$ cat config.mk
export PLATFORM = sky130hd
export DESIGN_NAME = muldiv_sequencer
export DESIGN_NICKNAME = d
export VERILOG_FILES = /design/src/rtl/muldiv_sequencer.sv
export SDC_FILE = /design/constraint.sdc
export NUM_CORES = 1
export LEC_CHECK = 0
export BUFFER_PORTS_ARGS = -buffer_cell sky130_fd_sc_hd__buf_4
export CAP_MARGIN = 20
export CELL_PAD_IN_SITES_DETAIL_PLACEMENT = 1
export CELL_PAD_IN_SITES_GLOBAL_PLACEMENT = 1
export CORE_MARGIN = 2
export CORE_UTILIZATION = 34
export DETAILED_ROUTE_END_ITERATION = 12
export GPL_ROUTABILITY_DRIVEN = 0
export MAX_ROUTING_LAYER = met4
export PLACE_DENSITY = 0.7
export RECOVER_POWER = 25
export SYNTH_ARGS = -nofsm -noshare
export SYNTH_HDL_FRONTEND = slang
export SYNTH_SLANG_ARGS = --single-unit
$ cat constraint.sdc
create_clock -name clk -period 5.5 [get_ports clk]
set_input_delay 0.825 -clock clk [delete_from_list [all_inputs] [get_ports clk]]
set_output_delay 0.825 -clock clk [all_outputs]
set_load 0.005 [all_outputs]
$ cat src/rtl/muldiv_sequencer.sv
// Iterative multiply/divide unit holding the architectural HI/LO registers.
// MULT/MULTU use shift-add and DIV/DIVU use restoring division, one bit per cycle.
// The sign correction for signed operations is applied in a single FIX cycle.
// MTHI/MTLO write HI/LO directly when the unit is idle.
module muldiv_sequencer #(
    parameter int WIDTH          = 32,
    parameter bit EARLY_MUL_ZERO = 1'b1
) (
    input  logic             clk,
    input  logic             rst,
    input  logic             start,
    input  logic [2:0]       op,
    input  logic [WIDTH-1:0] rs_data,
    input  logic [WIDTH-1:0] rt_data,
    output logic             busy,
    output logic             stall,
    output logic             done,
    output logic             div_by_zero,
    output logic [WIDTH-1:0] hi,
    output logic [WIDTH-1:0] lo
);
    localparam int CW = (WIDTH > 1) ? $clog2(WIDTH) : 1;

    typedef enum logic [1:0] {S_IDLE, S_CALC, S_FIX} state_t;

    state_t               state_q, state_d;
    logic [CW-1:0]        cnt_q, cnt_d;
    logic [2*WIDTH-1:0]   acc_q, acc_d;     // product, or {remainder, quotient}
    logic [WIDTH-1:0]     opnd_q, opnd_d;   // multiplicand or divisor magnitude
    logic                 is_div_q, is_div_d;
    logic                 neg_res_q, neg_res_d;  // negate product / quotient
    logic                 neg_rem_q, neg_rem_d;  // negate remainder
    logic                 dbz_pend_q, dbz_pend_d;
    logic                 dbz_q, dbz_d;
    logic                 done_q, done_d;
    logic [WIDTH-1:0]     hi_q, hi_d;
    logic [WIDTH-1:0]     lo_q, lo_d;

    // Operand magnitudes and one iteration of each datapath
    logic                 signed_op, rs_neg, rt_neg, accept, reserved;
    logic [WIDTH-1:0]     rs_mag, rt_mag;
    logic [WIDTH:0]       mul_sum, div_trial;
    logic [2*WIDTH-1:0]   mul_next, div_next, prod_neg;
    logic [WIDTH-1:0]     quot, rem;

    assign reserved  = op[2] & op[1];
    assign accept    = start && (state_q == S_IDLE) && !reserved;
    assign signed_op = ~op[0];
    assign rs_neg    = signed_op & rs_data[WIDTH-1];
    assign rt_neg    = signed_op & rt_data[WIDTH-1];
    assign rs_mag    = rs_neg ? -rs_data : rs_data;
    assign rt_mag    = rt_neg ? -rt_data : rt_data;

    // Shift-add step: conditionally add multiplicand to the upper half, shift right
    assign mul_sum   = {1'b0, acc_q[2*WIDTH-1:WIDTH]} + (acc_q[0] ? {1'b0, opnd_q} : '0);
    assign mul_next  = {mul_sum, acc_q[WIDTH-1:1]};

    // Restoring step: trial-subtract divisor from the shifted partial remainder
    assign div_trial = acc_q[2*WIDTH-1:WIDTH-1] - {1'b0, opnd_q};
    assign div_next  = div_trial[WIDTH] ? {acc_q[2*WIDTH-2:0], 1'b0}
                                        : {div_trial[WIDTH-1:0], acc_q[WIDTH-2:0], 1'b1};

    assign quot      = acc_q[WIDTH-1:0];
    assign rem       = acc_q[2*WIDTH-1:WIDTH];
    assign prod_neg  = -acc_q;

    // Next-state and datapath updates; everything holds unless a state says otherwise
    always_comb begin
        state_d    = state_q;
        cnt_d      = cnt_q;
        acc_d      = acc_q;
        opnd_d     = opnd_q;
        is_div_d   = is_div_q;
        neg_res_d  = neg_res_q;
        neg_rem_d  = neg_rem_q;
        dbz_pend_d = dbz_pend_q;
        dbz_d      = dbz_q;
        done_d     = 1'b0;
        hi_d       = hi_q;
        lo_d       = lo_q;
        unique case (state_q)
            S_IDLE: begin
                if (accept) begin
                    dbz_d      = 1'b0;
                    cnt_d      = CW'(WIDTH - 1);
                    neg_res_d  = rs_neg ^ rt_neg;
                    neg_rem_d  = 1'b0;
                    dbz_pend_d = 1'b0;
                    is_div_d   = op[1];
                    if (op[2]) begin
                        // MTHI / MTLO: direct write, unit stays idle
                        if (op[0]) lo_d = rs_data;
                        else       hi_d = rs_data;
                    end else if (!op[1]) begin
                        if (EARLY_MUL_ZERO && (rs_data == '0 || rt_data == '0)) begin
                            acc_d     = '0;
                            neg_res_d = 1'b0;
                            state_d   = S_FIX;
                        end else begin
                            acc_d   = {{WIDTH{1'b0}}, rt_mag};
                            opnd_d  = rs_mag;
                            state_d = S_CALC;
                        end
                    end else begin
                        if (rt_data == '0) begin
                            // Divide by zero: remainder=dividend, quotient=all-ones, no correction
                            acc_d      = {rs_data, {WIDTH{1'b1}}};
                            neg_res_d  = 1'b0;
                            dbz_pend_d = 1'b1;
                            state_d    = S_FIX;
                        end else begin
                            acc_d     = {{WIDTH{1'b0}}, rs_mag};
                            opnd_d    = rt_mag;
                            neg_rem_d = rs_neg;
                            state_d   = S_CALC;
                        end
                    end
                end
            end
            S_CALC: begin
                acc_d = is_div_q ? div_next : mul_next;
                cnt_d = cnt_q - CW'(1);
                if (cnt_q == '0) state_d = S_FIX;
            end
            S_FIX: begin
                if (is_div_q) begin
                    lo_d = neg_res_q ? -quot : quot;
                    hi_d = neg_rem_q ? -rem : rem;
                end else begin
                    {hi_d, lo_d} = neg_res_q ? prod_neg : acc_q;
                end
                done_d  = 1'b1;
                dbz_d   = dbz_pend_q;
                state_d = S_IDLE;
            end
            default: state_d = S_IDLE;
        endcase
    end

    // State register with synchronous reset; an in-flight operation is simply dropped
    always_ff @(posedge clk) begin
        if (rst) begin
            state_q    <= S_IDLE;
            cnt_q      <= '0;
            acc_q      <= '0;
            opnd_q     <= '0;
            is_div_q   <= 1'b0;
            neg_res_q  <= 1'b0;
            neg_rem_q  <= 1'b0;
            dbz_pend_q <= 1'b0;
            dbz_q      <= 1'b0;
            done_q     <= 1'b0;
            hi_q       <= '0;
            lo_q       <= '0;
        end else begin
            state_q    <= state_d;
            cnt_q      <= cnt_d;
            acc_q      <= acc_d;
            opnd_q     <= opnd_d;
            is_div_q   <= is_div_d;
            neg_res_q  <= neg_res_d;
            neg_rem_q  <= neg_rem_d;
            dbz_pend_q <= dbz_pend_d;
            dbz_q      <= dbz_d;
            done_q     <= done_d;
            hi_q       <= hi_d;
            lo_q       <= lo_d;
        end
    end

    assign busy        = (state_q != S_IDLE);
    assign stall       = start & busy;
    assign done        = done_q;
    assign div_by_zero = dbz_q;
    assign hi          = hi_q;
    assign lo          = lo_q;

endmodule

==> flow_summary.yaml, run 1 <==
sta:
  slew_violations: 0
  hold_viol: 0
  fmax_ghz: 0.247
  fin_crit_sh_pct: 73.6
  min_period_ns: 4.05
  max-slew-margin-rel_pct: 27.8
  fin_setup_tns_ns: 0
  rsz0062_at_grt: "false"
  setup_viol_count_final: 0
  tightestPinTransition_ns: 1.08
  timing.hold.ws_ns: 0.457
  clock_skew_ns: 0.0121
clock_tree:
  htree_levels: 4
  root_buffer: "clkbuf_16"
  cts_tree: "yes"
  post_cts_buffers: 0
  cts_buffers: 17
  cts.clk_slew.worst_paths_ns: 0.08
  clock_path_buffers: 2
  postCtsResizedCells: 0
  clock_sinks: 173
  cts_hold_buf: 0
  clock_latency_ns: 0.48
power_and_ir_drop:
  powerDensity_nw_per_um2: 286
  clkPwrFrac_pct: 26.0
  switching_share_pct: 44.5
  comb_power_share_pct: 43.7
  leakagePower_nw: 6.80
  vdd_ir_drop_max_v: 0.000230
  seqPwrFrac_pct: 30.3
  internal_power_mw: 2.79
  p_switching_mw: 2.24
critical_path:
  cp.required_ns: 5.86
  critPathKind: "reg -> reg"
  crit_fanout: 21
  arrival_ns: 4.41
  cp_num_buf_inv: 2
  ff2ff_path_depth: 12
  path_cells: "inv_1 > buf_4 > nor2_1 > ha_1 > a22o_1 > nor3_1 > a21oi_1 > a31oi_1 > o21ai_0 > mux2i_1 > o21ai_0 > a21oi_1"
  worstSetupPathDepth: 12
  start_kind: "flip-flop"
  critPathTopFamily: "compound AO/OA/AOI/OAI gates"
  critPathMaxStageDelay_ns: 0.56
  cp-end-kind: "flip-flop"
  cp_slowest_cell: "a31oi_1"
detailed_routing:
  drt-initial-drc-count: 1742
  drc: 0
  routed_wl_microns: 71600
  wl_per_cell_microns: 25.1
  ant_nets: 0
  vias_per_cell: 6.14
  num_vias: 17500
  first_pass_iters: 5
synthesis:
  synth_top_area_cell: "dfxtp_1"
  syn_avg_cell_area_sq_um: 7.06
  synth_edf_count: 0
  yosys_warnings: 0
  synth.most_common_cell: "nand2_1"
  synth_area_sq_um: 15600
  synthTopCellsByCount: "nand2_1, a21oi_1, nor2_1"
  synth_seq_cells: 173
  async_flop_share_pct: 0
  ys.flop_type: "dfxtp_1"
  yosysUniqueCellTypes: 86
  syn-num-nets: 2349
  synth_top_area_share_pct: 22.2
  synth_cells: 2207
  ys_seq_area_share_pct: 22.2
  yosys-top-cells-area: "dfxtp_1, a21oi_1, nand2_1"
global_route:
  grtUsageTotal_pct: 30.7
  grt_pass1_wl_microns: 108000
  antenna_found_initial: 0
  grt_start_max_net_pins: 100
  grt_pass1_vias: 17100
  grt_overflow: 0
final_layout:
  diodes: 0
  nFillCells: 5661
  synthToLayoutAreaGrowth_pct: 12.9
  final_nets: 2377
  drive_gt1_share_pct: 11.0
  final_area_sq_um: 17600
placed_design:
  port_buffers: 137
  hpwl_microns: 53500
  placedInstanceArea_sq_um: 17000
run_status:
  run_status: "completed"
floorplanning:
  core-area_sq_um: 45300
  io_pins: 138
  std_cell_rows: 78
  start_util_pct: 34.4
  die_w_microns: 218
  die-area_sq_um: 47600
  fp.dieH_microns: 218
hold_path:
  hp-class: "reg -> reg"
  hold_path_depth: 2
job:
  max_cap_violations: 0
sequential cells by signal, indices dropped and copies added (netlist names):
| signal | flops |
|---|---|
| acc_q | 64 |
| hi | 32 |
| lo | 32 |
| opnd_q | 32 |
| cnt_q | 5 |
| state_q | 2 |
| dbz_pend_q | 1 |
| div_by_zero | 1 |
| done | 1 |
| is_div_q | 1 |
| neg_rem_q | 1 |
| neg_res_q | 1 |
layout by cell type (no fill, tap or decap), types with 22 or more instances in the layout:
cell type  synthesis  layout
dfxtp_1          173     172
nor3_1            58      57
mux2i_1           37      37
or3_1             27      27
nand3_1           44      44
ha_1              70      70
o211ai_1          56      56
xnor2_1           90      90
buf_4              2     115
nand2_1          270     270
o21ai_0          128     128
xor2_1            79      79
a31oi_1           31      31
a21o_1            37      37
clkbuf_4           0      47
nor2_1           235     229
a211oi_1          67      67
a311oi_1          27      27
a21oi_1          244     244
o31ai_1           22      22
nor2b_1           26      25
inv_1             63      63
tightest hold or removal path, cell delays in order (launching register included):
cell and delay [ns]:
dfxtp_1 0.32, nand2_1 0.05, a21oi_1 0.05
logic make-up (layout without fill, tap and decap cells):
group | count (synthesis) | in the layout | share of synthesized area (%)
AOI/OAI and AO/OA | 738 | 738 | 30.4
xor gates and xnor gates | 169 | 169 | 9.49
adders and majority gates | 72 | 72 | 5.87
buffers and inverters | 233 | 274 | 5.99
DFF | 173 | 173 | 22.2
muxes | 45 | 45 | 2.95
and+or+nand+nor | 777 | 777 | 23.0
worst paths after layout:
kind,end,slack [ns],from
worst max register to register,acc_q[62]$_SDFFE_PP0P_,1.45,acc_q[0]$_SDFFE_PP0P_
worst min register to register,opnd_q[8]$_SDFFE_PP0P_,0.46,opnd_q[8]$_SDFFE_PP0P_
worst min-delay path,opnd_q[8]$_SDFFE_PP0P_,0.46,opnd_q[8]$_SDFFE_PP0P_
worst max-delay path,acc_q[62]$_SDFFE_PP0P_,1.45,acc_q[0]$_SDFFE_PP0P_
metrics by stage:
step	worst slack, ns	power, mW	utilization (%)	std cells
global placement	1.31	3.65	37.6	2814
detailed placement	1.21	3.69	37.6	2814
CTS	1.60	4.99	38.9	2846
floorplan	2.25	2.93	-	2207
finish	1.45	5.03	38.9	2848
global route	1.25	5.27	38.9	2848
routing by layer:
layer	vias up	routed length, microns	track usage, %
met5	-	0	-
met4	0	3590	14.9
met3	143	5600	4.12
met2	800	30300	44.6
met1	8511	32100	41.8
li1	8034	-	-
power groups by stage:
stage	sequential [mW]	clock, mW	combinational (mW)
global route	1.54	1.36	2.37
global placement	1.54	0	2.10
finish	1.52	1.31	2.20
floorplan	1.48	0	1.45
detailed placement	1.55	0	2.15
CTS	1.52	1.31	2.16
area by class of cell:
| class | instances | area, sq um | area share (%) |
|---|---|---|---|
| Multi-Input combinational cell | 1801 | 11200 | 63.8 |
| Clock inverter | 15 | 170 | 0.967 |
| Timing Repair Buffer | 178 | 1310 | 7.45 |
| Inverter | 64 | 240 | 1.37 |
| Sequential cell | 173 | 3460 | 19.7 |
| Clock buffer | 17 | 425 | 2.42 |
| Tap cell | 600 | 751 | 4.27 |
(Power assumes the default switching activity.)
==> inputs of run 2 (changes only) <==
Settings changed: PLACE_DENSITY 0.7 to 0.73.
Clock period 5.5 ns to 3.5 ns, I/O delays scaled along.
==> flow_summary.yaml, run 2 (synthesized netlist as in run 1, its figures left out) <==
sta:
  fin_crit_sh_pct: 95.4
  min_period_ns: 3.34
  fin_setup_tns_ns: 0
  setup_ws_ns: 0.161
  slew_violations: 0
  timing.hold.ws_ns: 0.423
  setup_viol_count_final: 0
  hold_viol: 0
  max-slew-margin-rel_pct: 22.4
  rsz0062_at_grt: "false"
  tightestPinTransition_ns: 1.16
  fmax_ghz: 0.299
  clock_skew_ns: 0.0145
final_layout:
  final_nets: 2465
  final_area_sq_um: 18400
  nFillCells: 5735
  layout_common_cells: "nand2_1, a21oi_1, nor2_1, buf_4, dfxtp_1"
  largest_reg_flops: 64
  diodes: 0
  layout_commonest_cell: "nand2_1"
  synthToLayoutAreaGrowth_pct: 17.8
  regMostFlops: "acc_q"
  drive_gt1_share_pct: 14.8
global_route:
  grt_overflow: 0
  antenna_found_initial: 1
  grt_pass1_vias: 17600
  grt_pass1_wl_microns: 111000
  grtUsageTotal_pct: 31.4
  grt_start_max_net_pins: 133
critical_path:
  crit_start: "acc_q[31]$_SDFFE_PP0P_"
  ff2ff_path_depth: 14
  crit_end: "acc_q[50]$_SDFFE_PP0P_"
  worstReg2RegEnd: "acc_q[50]$_SDFFE_PP0P_"
  reg2reg_from: "acc_q[31]$_SDFFE_PP0P_"
  ff2ff_setup_slack_ns: 0.16
  crit_fanout: 4
  cp-end-kind: "flip-flop"
  start_kind: "flip-flop"
  arrival_ns: 3.69
  cp.required_ns: 3.85
  critPathKind: "reg -> reg"
clock_tree:
  clock_latency_ns: 0.47
  cts_tree: "yes"
  root_buffer: "clkbuf_16"
  htree_levels: 4
  cts.clk_slew.worst_paths_ns: 0.08
  clock_sinks: 173
  cts_buffers: 17
  clock_path_buffers: 2
detailed_routing:
  first_pass_iters: 7
  num_vias: 18000
  wl_per_cell_microns: 25.0
  ant_nets: 0
  drt-initial-drc-count: 1788
  routed_wl_microns: 73400
  drc: 0
  vias_per_cell: 6.15
job:
  max_cap_violations: 0
run_status:
  run_status: "completed"
placed_design:
  pre_cts_ws_ns: -0.0165
  port_buffers: 137
  hpwl_microns: 55700
  placedInstanceArea_sq_um: 17700
floorplanning:
  die-area_sq_um: 47600
  start_util_pct: 34.4
  core-area_sq_um: 45300
  fp.dieH_microns: 218
  die_w_microns: 218
  std_cell_rows: 78
  io_pins: 138
hold_path:
  hp-class: "in -> reg"
power_and_ir_drop:
  leakagePower_nw: 7.27
  power_mw: 8.17
  powerDensity_nw_per_um2: 445
  vdd_ir_drop_max_v: 0.000397
-- run 2: metrics by stage --
stage / cells / util, %
final: 2936 / 40.6
after floorplan: 2207 / -
after global routing: 2936 / 40.6
after CTS: 2936 / 40.6
after global placement: 2903 / 39.1
after detailed placement: 2904 / 39.2
-- run 2: cell type report --
cell class | instances | area [sq um] | share of cell area (%)
Multi-Input combinational cell | 1801 | 11300 | 61.6
Sequential cell | 173 | 3460 | 18.9
Timing Repair Buffer | 266 | 1990 | 10.8
Tap cell | 600 | 751 | 4.09
Clock buffer | 18 | 439 | 2.39
Inverter | 64 | 240 | 1.31
Clock inverter | 14 | 176 | 0.960
-- run 2: worst min path at each step --
stage | to | cells after the start | slack [ns] | startpoint
after floorplan | div_by_zero$_SDFFE_PP0P_ | 2 | 0.43 | dbz_pend_q$_SDFFE_PP0P_
after global placement | opnd_q[6]$_SDFFE_PP0P_ | 2 | 0.44 | opnd_q[6]$_SDFFE_PP0P_
after global routing | hi[30]$_SDFFE_PP0P_ | 3 | 0.43 | rs_data[30]
after detailed placement | opnd_q[9]$_SDFFE_PP0P_ | 2 | 0.45 | opnd_q[9]$_SDFFE_PP0P_
final | hi[29]$_SDFFE_PP0P_ | 3 | 0.42 | rs_data[29]
after CTS | lo[27]$_SDFFE_PP0P_ | 3 | 0.41 | rs_data[27]
-- run 2: critical path, stage by stage, from the launching register on --
cell       delay (ns)
dfxtp_1          0.39
inv_1            0.09
ha_1             0.24
fa_1             0.40
nand2b_1         0.20
a21oi_1          0.16
buf_4            0.17
o2111ai_1        0.13
nand3_2          0.20
a41o_1           0.24
o21ai_1          0.13
nand2_2          0.16
buf_4            0.17
a31oi_1          0.14
a2111oi_1        0.40
-- run 2: where the power goes --
group	total, mW	switching, mW	internal, mW	leakage [nW]
Clock	2.08	0.979	1.10	0.298
Sequential	2.32	0.181	2.14	1.42
Combinational	3.77	2.38	1.39	5.56
-- run 2: layer usage --
metal | wire (microns) | GRT usage (%) | share of wire [%]
met5 | 0 | - | 0
met4 | 4080 | 16.0 | 5.6
met3 | 6370 | 5.54 | 8.7
met2 | 31800 | 47.3 | 43
met1 | 31200 | 40.1 | 42
-- run 2: repair_timing --
item | 4_1_cts | 5_1_grt
gates resized for setup | 2 | 15
buffers inserted | 0 | 0
gates cloned | 0 | 0
setup endpoints to repair | 3 | 24
hold buffers | 0 | 0
pin swaps | 0 | 3
